===== src/rtl/ms_rd_slave.sv =====
`default_nettype none
// ============================================================================
// Module   : ms_rd_slave
// Brief    : Read-side responder for the ms_if register slave. Four-entry
//            register bank with a valid/ready read channel and a buffered
//            response FIFO that absorbs master backpressure.
// Revision : 1.0 - initial release
// ============================================================================
module ms_rd_slave #(
    parameter int DATA_W = 8,
    parameter int DEPTH  = 2
) (
    input  logic              clk,
    input  logic              rst,
    input  logic              wr_en,
    input  logic [1:0]        wr_addr,
    input  logic [DATA_W-1:0] wr_data,
    input  logic              ar_valid,
    input  logic [1:0]        ar_addr,
    output logic              ar_ready,
    output logic              r_valid,
    output logic [DATA_W-1:0] r_data,
    output logic [1:0]        r_addr,
    input  logic              r_ready,
    output logic [7:0]        rd_cnt
);

    localparam int                 c_SLOTS = 4;
    localparam logic [2:0]         c_DEPTH = 3'(DEPTH);
    localparam logic [1:0]         c_LAST  = 2'(DEPTH - 1);

    logic [DATA_W-1:0] r_bank      [c_SLOTS];
    // Storage is sized for the largest legal DEPTH; slots at or beyond DEPTH
    // are never written and stay at their reset value.
    logic [DATA_W-1:0] r_fifo_data [c_SLOTS];
    logic [1:0]        r_fifo_addr [c_SLOTS];
    logic [1:0]        r_wr_ptr;
    logic [1:0]        r_rd_ptr;
    logic [2:0]        r_count;
    logic [7:0]        r_rd_cnt;

    logic              w_push;
    logic              w_pop;

    function automatic logic [1:0] f_next(input logic [1:0] ptr);
        return (ptr == c_LAST) ? 2'd0 : ptr + 2'd1;
    endfunction

    assign ar_ready = (r_count < c_DEPTH) && !rst;
    assign r_valid  = (r_count != 3'd0);
    assign r_data   = r_fifo_data[r_rd_ptr];
    assign r_addr   = r_fifo_addr[r_rd_ptr];
    assign rd_cnt   = r_rd_cnt;

    assign w_push   = ar_valid && ar_ready;
    assign w_pop    = r_valid && r_ready;

    always_ff @(posedge clk) begin
        if (rst) begin
            for (int i = 0; i < c_SLOTS; i++) begin
                r_bank[i]      <= '0;
                r_fifo_data[i] <= '0;
                r_fifo_addr[i] <= '0;
            end
            r_wr_ptr <= '0;
            r_rd_ptr <= '0;
            r_count  <= '0;
            r_rd_cnt <= '0;
        end else begin
            if (wr_en) begin
                r_bank[wr_addr] <= wr_data;
            end
            // Bank read sees the pre-edge contents, so a same-edge write to
            // the requested address is not forwarded into the response.
            if (w_push) begin
                r_fifo_data[r_wr_ptr] <= r_bank[ar_addr];
                r_fifo_addr[r_wr_ptr] <= ar_addr;
                r_wr_ptr              <= f_next(r_wr_ptr);
            end
            if (w_pop) begin
                r_rd_ptr <= f_next(r_rd_ptr);
                r_rd_cnt <= r_rd_cnt + 8'd1;
            end
            case ({w_push, w_pop})
                2'b10:   r_count <= r_count + 3'd1;
                2'b01:   r_count <= r_count - 3'd1;
                default: r_count <= r_count;
            endcase
        end
    end

endmodule
`default_nettype wire


===== config.mk =====
export PLATFORM = sky130hd
export DESIGN_NAME = ms_rd_slave
export DESIGN_NICKNAME = d
export VERILOG_FILES = /design/src/rtl/ms_rd_slave.sv
export SDC_FILE = /design/constraint.sdc
export NUM_CORES = 1
export LEC_CHECK = 0
export ABC_AREA = 0
export BUFFER_PORTS_ARGS = -buffer_cell sky130_fd_sc_hd__buf_2
export CAP_MARGIN = 15
export CORE_MARGIN = 5
export CORE_UTILIZATION = 30
export CTS_BUF_LIST = sky130_fd_sc_hd__clkbuf_8
export DETAILED_ROUTE_END_ITERATION = 10
export PLACE_DENSITY = 0.49
export SLEW_MARGIN = 25
export SYNTH_ARGS = -nofsm -noshare
export SYNTH_HDL_FRONTEND = slang
export SYNTH_SLANG_ARGS = --single-unit

===== constraint.sdc =====
create_clock -name clk -period 2.1 [get_ports clk]
set_clock_uncertainty 0.15 [all_clocks]
set_input_delay 0.21 -clock clk [delete_from_list [all_inputs] [get_ports clk]]
set_output_delay 0.21 -clock clk [all_outputs]
set_load 0.05 [all_outputs]

==> results of run 1 <==
## power by group through the flow
stage	Sequential, mW	Clock, mW	Combinational (mW)
after floorplan	2.31	0	1.02
after global placement	2.28	0	1.38
after detailed placement	2.30	0	1.40
after CTS	2.26	1.25	1.40
after global routing	2.29	1.34	1.51
final	2.26	1.22	1.39
## repair_timing
action	in CTS	in global routing
endpoints found under the hold margin	7	0
hold buffers	3	0
gates resized for setup	0	4
endpoints found under the setup margin	0	11
## through the flow
stage	hold slack [ns]	power (mW)	area (um2)	std cells
2_1_floorplan	0.258	3.33	3950	267
3_3_place_gp	0.291	3.67	4400	478
3_5_place_dp	0.292	3.69	4400	478
4_1_cts	0.00160	4.91	4630	497
5_1_grt	0.00397	5.13	4650	497
6_report	0.0159	4.88	4650	497
## registers in the layout (all words and copies together), names as in the netlist, named ones only
register / cells
rd_cnt: 8
r_count: 3
r_bank: 32
r_fifo_data: 32
r_wr_ptr: 2
r_fifo_addr: 8
r_rd_ptr: 2
## final timing paths
path	to	slack [ns]	depth (start not counted)
setup reg to reg	r_count[2]	0.18	8
setup / recovery	r_addr[1]	0.1	3
hold / removal	r_bank[0][6]	0.02	2
hold reg to reg	flip-flop	0.29	2
## final cells by class
type                    count  share of cell area
well taps                 172              0.0462
repair buffers             55              0.0718
clock inverters             7              0.0167
inverters                   6             0.00538
flip-flops and latches     89               0.540
multi-input cells         159               0.294
clock buffers               9              0.0266
## cells in the mapped netlist (4+ instances only)
| library cell | instances | area share |
|---|---|---|
| clkbuf_1 | 5 | 0.0048 |
| a21oi_1 | 9 | 0.011 |
| edfxtp_1 | 72 | 0.55 |
| dfxtp_1 | 17 | 0.087 |
| or2_2 | 5 | 0.0080 |
| nor2_1 | 10 | 0.0096 |
| and2_1 | 73 | 0.12 |
| mux4_2 | 18 | 0.10 |
| nand2_1 | 4 | 0.0038 |
| inv_1 | 5 | 0.0048 |
| buf_2 | 4 | 0.0051 |
| or3_2 | 4 | 0.0076 |
## cell families (layout without fill, tap and decap cells)
| kind of cell | after synthesis | after routing |
|---|---|---|
| and+or+nand+nor | 113 | 113 |
| AOI/OAI and AO/OA | 18 | 18 |
| DFF | 89 | 89 |
| buffers and inverters | 19 | 77 |
| xor gates and xnor gates | 6 | 6 |
| adders and majority gates | 3 | 3 |
| muxes | 19 | 19 |
## layout by cell type, fill, tap and decap left out, types with 2 or more instances in the layout
cell type,instances
nor2b_1,2
xnor2_1,3
nor3b_2,3
buf_2,36
or4_1,2
a21oi_1,8
xor2_1,3
clkinvlp_4,2
or2_2,5
dlygate4sd3_1,3
dfxtp_4,2
or3_2,3
nor3_1,2
dfxtp_1,14
mux4_2,18
o21ai_0,3
edfxtp_1,72
nand2_1,4
inv_6,2
clkbuf_8,9
o31ai_1,2
and2_1,73
nand3_1,3
inv_1,5
a31o_2,2
buf_4,15
nor2_1,10
## metal layers
layer	wire [um]	track usage
met1	3550	0.137
met2	3970	0.180
met3	242	0.0257
met4	75	0.0309
met5	0	0
==> results.md, run 1 <==
- Internal power comes to 3.23 mW.
- From synthesis to final layout, the design area changed by 18.5%.
- The startpoint kind of the worst setup timing path is a flip-flop.
- The adder-cell area share of the yosys netlist is 0.0115.
- The flow ran to the end, and the final reports show no timing, DRC or antenna violations.
- The area used by sequential logic in the layout is 2510 um2.
- In the routed design, unresolved DRC markers number 0.
- The final setup violation count is 0.
- The setup TNS after final layout is 0 ns.
- Entering global routing, the biggest net connects 25 pins.
- The proportion of layout cells with a drive suffix above 1 is 0.335.
- The detailed-routing iteration count for the pre-antenna-repair pass is 4.
- Once detail routing completed, the nets flagged for antenna violations numbered 0.
- The final layout contains 340 nets.
- After synthesis, the largest family of logic cells by area is simple AND/OR/NAND/NOR gates.
- The number of setup buffers added after CTS is 0.
- The H-tree was split into 3 levels.
- The worst endpoint data arrival time is 1.64 ns.
- The average wire per standard cell is 15.8 um.
- The initial standard-cell utilization of the core is 0.309.
- For this run, the number of Yosys warnings is 0.
- The number of hold violations in the final report is 0.
- The detailed router's first-iteration violation count is 84.
- The core region area is 12700 um2.
- The flip-flop cell with the highest count after synthesis is edfxtp_1.
- Of the total synthesized cell area, the portion taken by XOR and XNOR cells is 0.0134.
- The worst setup margin is 0.0965 ns.
- 37 I/O pins were placed.
- The global-route wire length before repair is 13000 um.
- The analysis attributes to net switching a power of 1.65 mW.
- The share of power burned in combinational logic is 0.285.
- The synthesized area divided by synthesized cell count is 14.7 um2.
- The number of synthesized flops with an enable pin is 72.
- The post-synthesis register bit count is 89.
- The largest individual stage delay along the critical path comes from the cell mux4_2.
- The path class of the tightest hold or removal check is in -> reg.
- The clock sink count is 89.
- The proportion of synthesized flip-flops having asynchronous set or reset is 0.
- The compound-cell area share of the yosys netlist was 0.0290.
- The final-layout fill cell count is 1271.
- Grouping stages by cell kind, the critical path spends the most delay in multiplexers.
- The clock transition at the register clock pins on the worst setup and hold paths after CTS is 0.10 ns.
- The buffer type at the clock tree root is clkbuf_8.
- Routability-driven placement finished with a final weighted congestion of 0.703.
- The post-detailed-route via-to-cell ratio is 4.42.
- The total power divided by cell area is 1050 nW/um2.
- The proportion of power drawn by flip-flops and latches is 0.464.
- The count of inserted antenna diode cells is 0.
- The critical path is of the reg -> out type.
- The clock period minus worst slack is 2.00 ns.
- Measured on the finished design, the core utilization comes to 0.366.
- The initial antenna violation count is 0.
- The leakage power total is 1.70 nW.
- The via count of the first global-routing pass was 2342.
- The standard-cell row count is 41.
- The detailed router placed 2196 vias in this run.
- The final worst-path cycle share is 0.954.
- The total congestion overflow after global routing is 0.
- Summed over all layers, the routed wires come to 7840 um.
- Setup repair after global routing left no endpoint under its margin.
- The detailed-placement wirelength estimate is 5290 um.
- The number of clock buffers added by TritonCTS is 9.
- The maximum net fanout on the critical path is 10.
- The number of different library cells used by synthesis comes to 36.
- The worst stage delay on the critical path is 0.54 ns.
- The portion of synthesized area spent on multiplexers is 0.106.
- The cell count after synthesis is 267.
- Of the synthesized area, sequential elements account for 0.637.
- Input and output buffers added on the ports amount to 36.
- Of the total synthesized cell area, the portion taken by AND, OR, NAND and NOR gates is 0.181.
- The portion of total power attributed to the clock network is 0.251.
- At the later pin of the worst-skew pair, clock insertion delay measures 0.35 ns.
- For the pin with the worst max-slew slack, the measured transition is 0.375 ns.
- Static timing analysis puts the maximum clock frequency at 499 MHz.
- The final max-slew violation count came to 0.
- At the worst endpoint, the required time is 1.74 ns.
- The critical register-to-register path startpoint is r_count[2].
- The worst path buffer plus inverter count is 2.
- The maximum root-to-sink buffer count is 2.
- The clock tree from TritonCTS is done.
- The die is 124 um tall.
- Of the total power, the share spent switching nets is 0.338.
- The die footprint is 15500 um2.
- The area occupied by multi-input gates is 1370 um2.
- The signal on the critical path passes through buf_6 -> mux4_2 -> buf_2.
- The beginning of the worst hold path is wr_data[6].
- Synthesis produced a netlist with a net count of 287.
- Across the run, the number of max-cap violations was 0.
- In the global route stage, overall resource usage came out at 0.107.
- The cell area that synthesis handed to floorplanning was 3930 um2.
- The worst pin sits at a relative slew slack of 0.747.
- The width of the die is 124 um.
- The setup slack at placement is 0.0667 ns.
- The kind of end point of the critical path is an output port.
- The worst supply voltage drop on vdd is 355 uV.
(Power assumes the default switching activity.)
==> run 2, diff against run 1 <==
--- a/config.mk
+++ b/config.mk
@@ -12,7 +12,6 @@
 export CORE_UTILIZATION = 30
 export CTS_BUF_LIST = sky130_fd_sc_hd__clkbuf_8
 export DETAILED_ROUTE_END_ITERATION = 10
-export PLACE_DENSITY = 0.49
 export SLEW_MARGIN = 25
 export SYNTH_ARGS = -nofsm -noshare
 export SYNTH_HDL_FRONTEND = slang
==> results.md, run 2 (synthesis results as in run 1) <==
- The buffer type at the clock tree root is clkbuf_8.
- The switching power is 1.56 mW (-5.3%).
- The share of power burned in combinational logic was 0.287 (+0.002).
- The maximum net fanout on the critical path is 5 (-5).
- The worst stage delay on the critical path came to 0.42 ns (-0.12 ns).
- The detailed-placement wirelength estimate came to 5110 um (-3.4%).
- The cell family contributing the most delay on the critical path is adder cells.
- The end of the worst register-to-register path is r_count[2].
- The worst path required time came to 2.23 ns (+0.49 ns).
- The die footprint is 15500 um2 (unchanged).
- The proportion of layout cells with a drive suffix above 1 is 0.335 (about the same).
- The switching share of total power is 0.318 (-0.0193).
- The worst path buffer plus inverter count came to 2 (unchanged).
- The worst-skew pair later-pin latency came to 0.35 ns (about the same).
- The number of cells traversed by the worst hold path is 2 (unchanged).
- The worst supply voltage drop on vdd was 411 uV (+16%).
- The maximum root-to-sink buffer count is 2 (unchanged).
- The average wire per standard cell was 15.0 um (-5.2%).
- The area occupied by multi-input gates is 1360 um2 (-0.27%).
- TritonCTS built the clock tree.
- For this design, the slowest cell found on the critical path is or3_2.
- The core region area was 12700 um2 (unchanged).
- The kind of critical path is reg -> reg.
- For hold timing, the worst endpoint is r_bank[2][7].
- The worst slew slack as a fraction of its limit is 0.712 (-0.0352).
- The count of vias placed by the detailed router is 2187 (-0.41%).
- The most critical setup path has its startpoint at r_count[0].
- The clock transition at the register clock pins on the worst setup and hold paths after CTS is 0.08 ns (-0.02 ns).
- The detailed-routing iteration count for the pre-antenna-repair pass is 4 (unchanged).
- Walking the worst path, the cells encountered are o31ai_4 -> inv_4 -> ha_4 -> inv_1 -> fa_1 -> xor2_1 -> or3_2 -> a21oi_2.
- The standard-cell row count was 41 (unchanged).
- The clock period minus worst slack is 2.02 ns (+0.0188 ns).
- The total global routing track utilization came to 0.0992 (-0.00751).
- The number of hold violations in the final report is 0 (unchanged).
- The remaining antenna violation count is 0 (unchanged).
- The critical register-to-register path startpoint is r_count[0].
- The post-detailed-route via-to-cell ratio came to 4.43 (+0.19%).
- The largest net degree at the start of global routing is 25 (unchanged).
- The final setup violation count is 0 (unchanged).
- The initial antenna violation count is 0 (unchanged).
- The I/O pin total is 37 (unchanged).
- The total power divided by cell area came to 1060 nW/um2 (+0.76%).
- The worst setup margin is 0.0777 ns (-0.0188 ns).
- The count of inserted antenna diode cells is 0 (unchanged).
- The final worst-path cycle share came to 0.963 (+0.00893).
- The logic depth of the worst register-to-register path is 8 (unchanged).
- The internal power contribution is 3.34 mW (+3.3%).
- The clock sink count is 89 (unchanged).
- The run finished with clean final reports.
- The min-delay analysis places its worst path in the category in -> reg.
- The maximum operating frequency is 494 MHz (-0.93%).
- The max-cap violation count is 0 (unchanged).
- The final-layout fill cell count is 1259 (-0.94%).
- The die height is 124 um (unchanged).
- The global placement routability congestion was 0.758 (+7.9%).
- The worst hold slack is 0.0144 ns (-0.00148 ns).
- The growth of design area from synthesis to finish is 18.1%.
- The number of stages on the worst setup path is 8 (+5).
- Setup repair after global routing could not meet its margin everywhere.
- The CTS buffer count is 9 (unchanged).
- The initial standard-cell utilization of the core came to 0.309 (unchanged).
- STA classifies the critical path endpoint as a flip-flop.
- The setup slack at placement is 0.0340 ns (-0.0326 ns).
- The width of the die is 124 um (unchanged).
- The global-route wire length before repair came to 11900 um (-7.9%).
- The portion of total power attributed to the clock network is 0.253 (+0.002).
- The worst endpoint data arrival time was 2.15 ns (+0.51 ns).
- The wire length after detailed routing is 7390 um (-5.8%).
- The final max-slew violation count is 0 (unchanged).
- The setup slack on the worst flop-to-flop path is 0.08 ns (-0.10 ns).
- The proportion of power drawn by flip-flops and latches is 0.461 (-0.003).
- STA classifies the critical path startpoint as a flip-flop.
- The final-stage net count was 338 (-0.59%).
- Leaving out fill and tap cells, the most frequent cells in the layout are 73 x and2_1, 72 x edfxtp_1, 36 x buf_2, 18 x mux4_2, 15 x buf_4.
- In the final layout, the registers with the most flip-flops are r_bank x32, r_fifo_data x32.
- The detailed router's first-iteration violation count is 81 (-3.6%).
- The total congestion overflow after global routing was 0 (unchanged).
- The transition time at the pin with the least slew margin was 0.427 ns (+0.0521 ns).
- The beginning of the worst hold path is wr_data[7].
- The area used by sequential logic in the layout is 2510 um2 (about the same).
- The via count of the first global-routing pass is 2278 (-2.7%).
- The number of DRC violations after detailed routing was 0 (unchanged).
- The library cell used most frequently in the layout, excluding fill and tap cells, is and2_1.
- The level count of the clock H-tree came to 3 (unchanged).
- The leakage power total is 1.70 nW (-0.23%).
- The total of buffers placed on input and output ports is 36 (unchanged).
[run 2: final cells by class]
cell class / instances / area share
Timing Repair Buffer: 53 / 0.0677
Multi-Input combinational cell: 159 / 0.294
Inverter: 6 / 0.00540
Clock buffer: 9 / 0.0267
Tap cell: 172 / 0.0464
Sequential cell: 89 / 0.542
Clock inverter: 6 / 0.0181
[run 2: power groups by stage]
stage	sequential [mW]	clock, mW	combinational (mW)
after floorplan	2.31	0	1.02
after global placement	2.28	0	1.37
after detailed placement	2.30	0	1.39
after CTS	2.26	1.27	1.39
after global routing	2.28	1.35	1.52
final	2.26	1.24	1.40
[run 2: how the worst max path moves through the flow]
stage	to
after floorplan	r_count[2]
after global placement	r_count[2]
after detailed placement	r_count[2]
after CTS	r_count[2]
after global routing	r_count[2]
final	r_count[2]
[run 2: layer usage]
| metal | up-vias | global-route usage | share of wire |
|---|---|---|---|
| li1 | 1075 | - | - |
| met1 | 1074 | 0.118 | 0.43 |
| met2 | 28 | 0.171 | 0.53 |
| met3 | 10 | 0.0206 | 0.023 |
| met4 | 0 | 0.0464 | 0.022 |
| met5 | - | 0 | 0 |
[run 2: repair_timing]
item | in CTS | in global routing
endpoints found under the setup margin | 0 | 4
hold buffers | 0 | 1
hold endpoints to repair | 0 | 1
buffers inserted | 0 | 2
resized for setup | 0 | 4
[run 2: through the flow]
stage	power (mW)	area, um2	util	instances	setup TNS, ns
2_1_floorplan	3.33	3950	-	267	0
3_3_place_gp	3.65	4390	0.345	476	0
3_5_place_dp	3.69	4390	0.345	476	0
4_1_cts	4.92	4600	0.361	491	0
5_1_grt	5.15	4640	0.365	494	-0.0135
6_report	4.90	4640	0.365	494	0
==> run 3, diff against run 2 <==
--- a/config.mk
+++ b/config.mk
@@ -6,11 +6,11 @@
 export NUM_CORES = 1
 export LEC_CHECK = 0
 export ABC_AREA = 0
-export BUFFER_PORTS_ARGS = -buffer_cell sky130_fd_sc_hd__buf_2
+export BUFFER_PORTS_ARGS = -buffer_cell sky130_fd_sc_hd__buf_4
 export CAP_MARGIN = 15
 export CORE_MARGIN = 5
 export CORE_UTILIZATION = 30
-export CTS_BUF_LIST = sky130_fd_sc_hd__clkbuf_8
+export CTS_BUF_LIST = sky130_fd_sc_hd__clkbuf_2
 export DETAILED_ROUTE_END_ITERATION = 10
 export SLEW_MARGIN = 25
 export SYNTH_ARGS = -nofsm -noshare
==> results.md, run 3 (synthesis results as in run 1) <==
- The die footprint was 15500 um2 (unchanged).
- The total of buffers placed on input and output ports is 36 (unchanged).
- The total routed wire length on the met1 layer is 3240 um (+2.2%).
- The overall power of the completed layout came to 4.72 mW (-3.7%).
- The setup slack on the worst flop-to-flop path is 0.06 ns (-0.02 ns).
- The transition time at the pin with the least slew margin came to 0.374 ns (-0.0523 ns).
- In the final layout, the registers with the most flip-flops are r_bank x32, r_fifo_data x32.
- The area used by sequential logic in the layout was 2520 um2 (+0.15%).
- The maximum net fanout on the critical path was 5 (unchanged).
- The internal power contribution was 3.14 mW (-5.9%).
- The growth of design area from synthesis to finish is 22.3%.
- The total global routing track utilization is 0.0997 (+0.000547).
- The worst stage delay on the critical path is 0.52 ns (+0.10 ns).
- The CTS buffer count came to 9 (unchanged).
- The final design utilization was 0.378 (+0.0131).
- The worst endpoint data arrival time came to 1.76 ns (-0.39 ns).
- The count of vias placed by the detailed router is 2235 (+2.2%).
- The proportion of power drawn by flip-flops and latches came to 0.483 (+0.022).
- The total met2 wirelength after detailed routing is 3930 um (+1.0%).
- The share of power burned in combinational logic is 0.342 (+0.055).
- The post-detailed-route via-to-cell ratio was 4.42 (-0.23%).
- The total power divided by cell area came to 982 nW/um2 (-7.0%).
- The number of hold violations in the final report was 0 (unchanged).
- The worst slew slack as a fraction of its limit is 0.747 (+0.0353).
- The clock period minus worst slack is 2.12 ns (+0.0988 ns).
- The global-route wire length before repair was 12100 um (+1.7%).
- The area occupied by multi-input gates is 1360 um2 (unchanged).
- The slowest stage of the critical path belongs to the cell mux4_2.
- The worst path required time was 1.74 ns (-0.49 ns).
- The total congestion overflow after global routing is 0 (unchanged).
- The kind of path behind the tightest hold check is in -> reg.
- The final max-slew violation count is 0 (unchanged).
- The level count of the clock H-tree is 3 (unchanged).
- The portion of total power attributed to the clock network is 0.175 (-0.078).
- Leaving out fill and tap cells, the most frequent cells in the layout are 73 x and2_1, 72 x edfxtp_1, 40 x buf_4, 18 x mux4_2.
- STA classifies the critical path startpoint as a flip-flop.
- The initial standard-cell utilization of the core was 0.309 (unchanged).
- The width of the die is 124 um (unchanged).
- The via count of the first global-routing pass is 2358 (+3.5%).
- The I/O pin total is 37 (unchanged).
- The clock sink count came to 89 (unchanged).
- The critical path is of the reg -> out type.
- The uppermost layer routed is met4.
- STA classifies the critical path endpoint as an output port.
- The largest net degree at the start of global routing is 25 (unchanged).
- The core region area is 12700 um2 (unchanged).
- The maximum root-to-sink buffer count was 2 (unchanged).
- The final-layout fill cell count came to 1260 (+0.079%).
- The worst hold slack is 0.110 ns (+0.0954 ns).
- The standard-cell row count is 41 (unchanged).
- The remaining antenna violation count was 0 (unchanged).
- The worst setup margin is -0.0211 ns (-0.0988 ns).
- The worst supply voltage drop on vdd is 347 uV (-16%).
- In this run the clock root is driven by a clkbuf_2.
- The die height is 124 um (unchanged).
- The detailed-placement wirelength estimate was 5040 um (-1.3%).
- The average wire per standard cell is 14.9 um (-0.71%).
- The max-cap violation count is 0 (unchanged).
- The final-stage net count came to 349 (+3.3%).
- Leaving out fill and tap cells, the most frequent cell in the layout is and2_1.
- The proportion of layout cells with a drive suffix above 1 is 0.324 (-0.0111).
- The routed length on met3 was 294 um (+72%).
- The wire length after detailed routing is 7520 um (+1.7%).
- The final setup violation count came to 8 (+8).
- The leakage power total is 1.74 nW (+2.6%).
- The detailed router's first-iteration violation count is 82 (+1.2%).
- The number of DRC violations after detailed routing is 0 (unchanged).
- Walking the worst path, the cells encountered are buf_12 -> mux4_2 -> buf_6.
- The switching power is 1.58 mW (+1.1%).
- Setup repair after global routing could not meet its margin everywhere.
- The run finished, with violations left.
- The worst-skew pair later-pin latency is 0.51 ns (+0.16 ns).
- The switching share of total power is 0.334 (+0.0156).
- The clock transition at the register clock pins on the worst setup and hold paths after CTS is 0.24 ns (+0.16 ns).
- The global placement routability congestion is 0.750 (-1.1%).
- The maximum operating frequency is 471 MHz (-4.7%).
- The detailed-routing iteration count for the pre-antenna-repair pass is 4 (unchanged).
- TritonCTS built the clock tree.
- The final reports fail on setup timing.
- The final worst-path cycle share is 1.01 (+0.0470).
- The initial antenna violation count was 1 (+1).
## run 3: cell count changes in the layout (fill, tap and decap cells not counted), sizes merged
cell         previous run  this run
bufinv                  2         1
clkbuf                  9        10
inv                     8         7
diode                   0         1
clkinv                  1         4
buf                    52        51
clkinvlp                1         0
dlygate4sd3             1        12
## run 3: path summary, 6_finish.rpt
check                                  from  cells past startpoint           end
worst max-delay path              flip-flop                      3     r_addr[0]
worst min-delay path             wr_addr[0]                      2  r_bank[3][1]
worst max register to register   r_count[1]                      8    r_count[2]
worst min register to register  r_rd_ptr[1]                      2     flip-flop
## run 3: timing repair
action	in CTS	in global routing
endpoints found under the hold margin	55	0
pin swaps	0	3
buffers inserted	0	2
hold buffers	12	0
endpoints found under the setup margin	10	11
gates cloned	0	1
gates resized for setup	15	3
## run 3: through the flow
step	TNS [ns]	area, um2	std cells	setup WS, ns
after detailed placement	0	4470	475	0.0445
after global routing	-1.33	4800	506	-0.144
final	-0.131	4800	506	-0.0211
after floorplan	0	3950	267	0.0261
after CTS	-0.741	4750	502	-0.0934
after global placement	0	4470	475	0.120
## run 3: layer usage
metal	GRT usage	vias to the layer above
met4	0.0329	0
met5	0	-
li1	-	1098
met3	0.0270	2
met1	0.114	1099
met2	0.179	36
## run 3: critical path: cells and delay by family, from the launching register on
| family | cells | cell delay [ns] |
|---|---|---|
| mux | 1 | 0.52 |
| buf+inv | 2 | 0.30 |
| flops | 1 | 0.43 |
## run 3: final cells by class
class                      instances  share of cell area
antenna                            1            0.000521
sequential                        89               0.524
tap                              172              0.0448
clock inverter                     6              0.0122
inverter                           6             0.00521
clock buffer                       9             0.00937
timing repair buffer              64               0.120
multi-input combinational        159               0.284
## run 3: power by group through the flow
stage          Combinational [mW]  Sequential (mW)  Clock (mW)
6_report                     1.61             2.28       0.827
5_1_grt                      1.72             2.31       0.932
4_1_cts                      1.57             2.26       0.855
3_5_place_dp                 1.47             2.29           0
3_3_place_gp                 1.45             2.28           0
2_1_floorplan                1.02             2.31           0
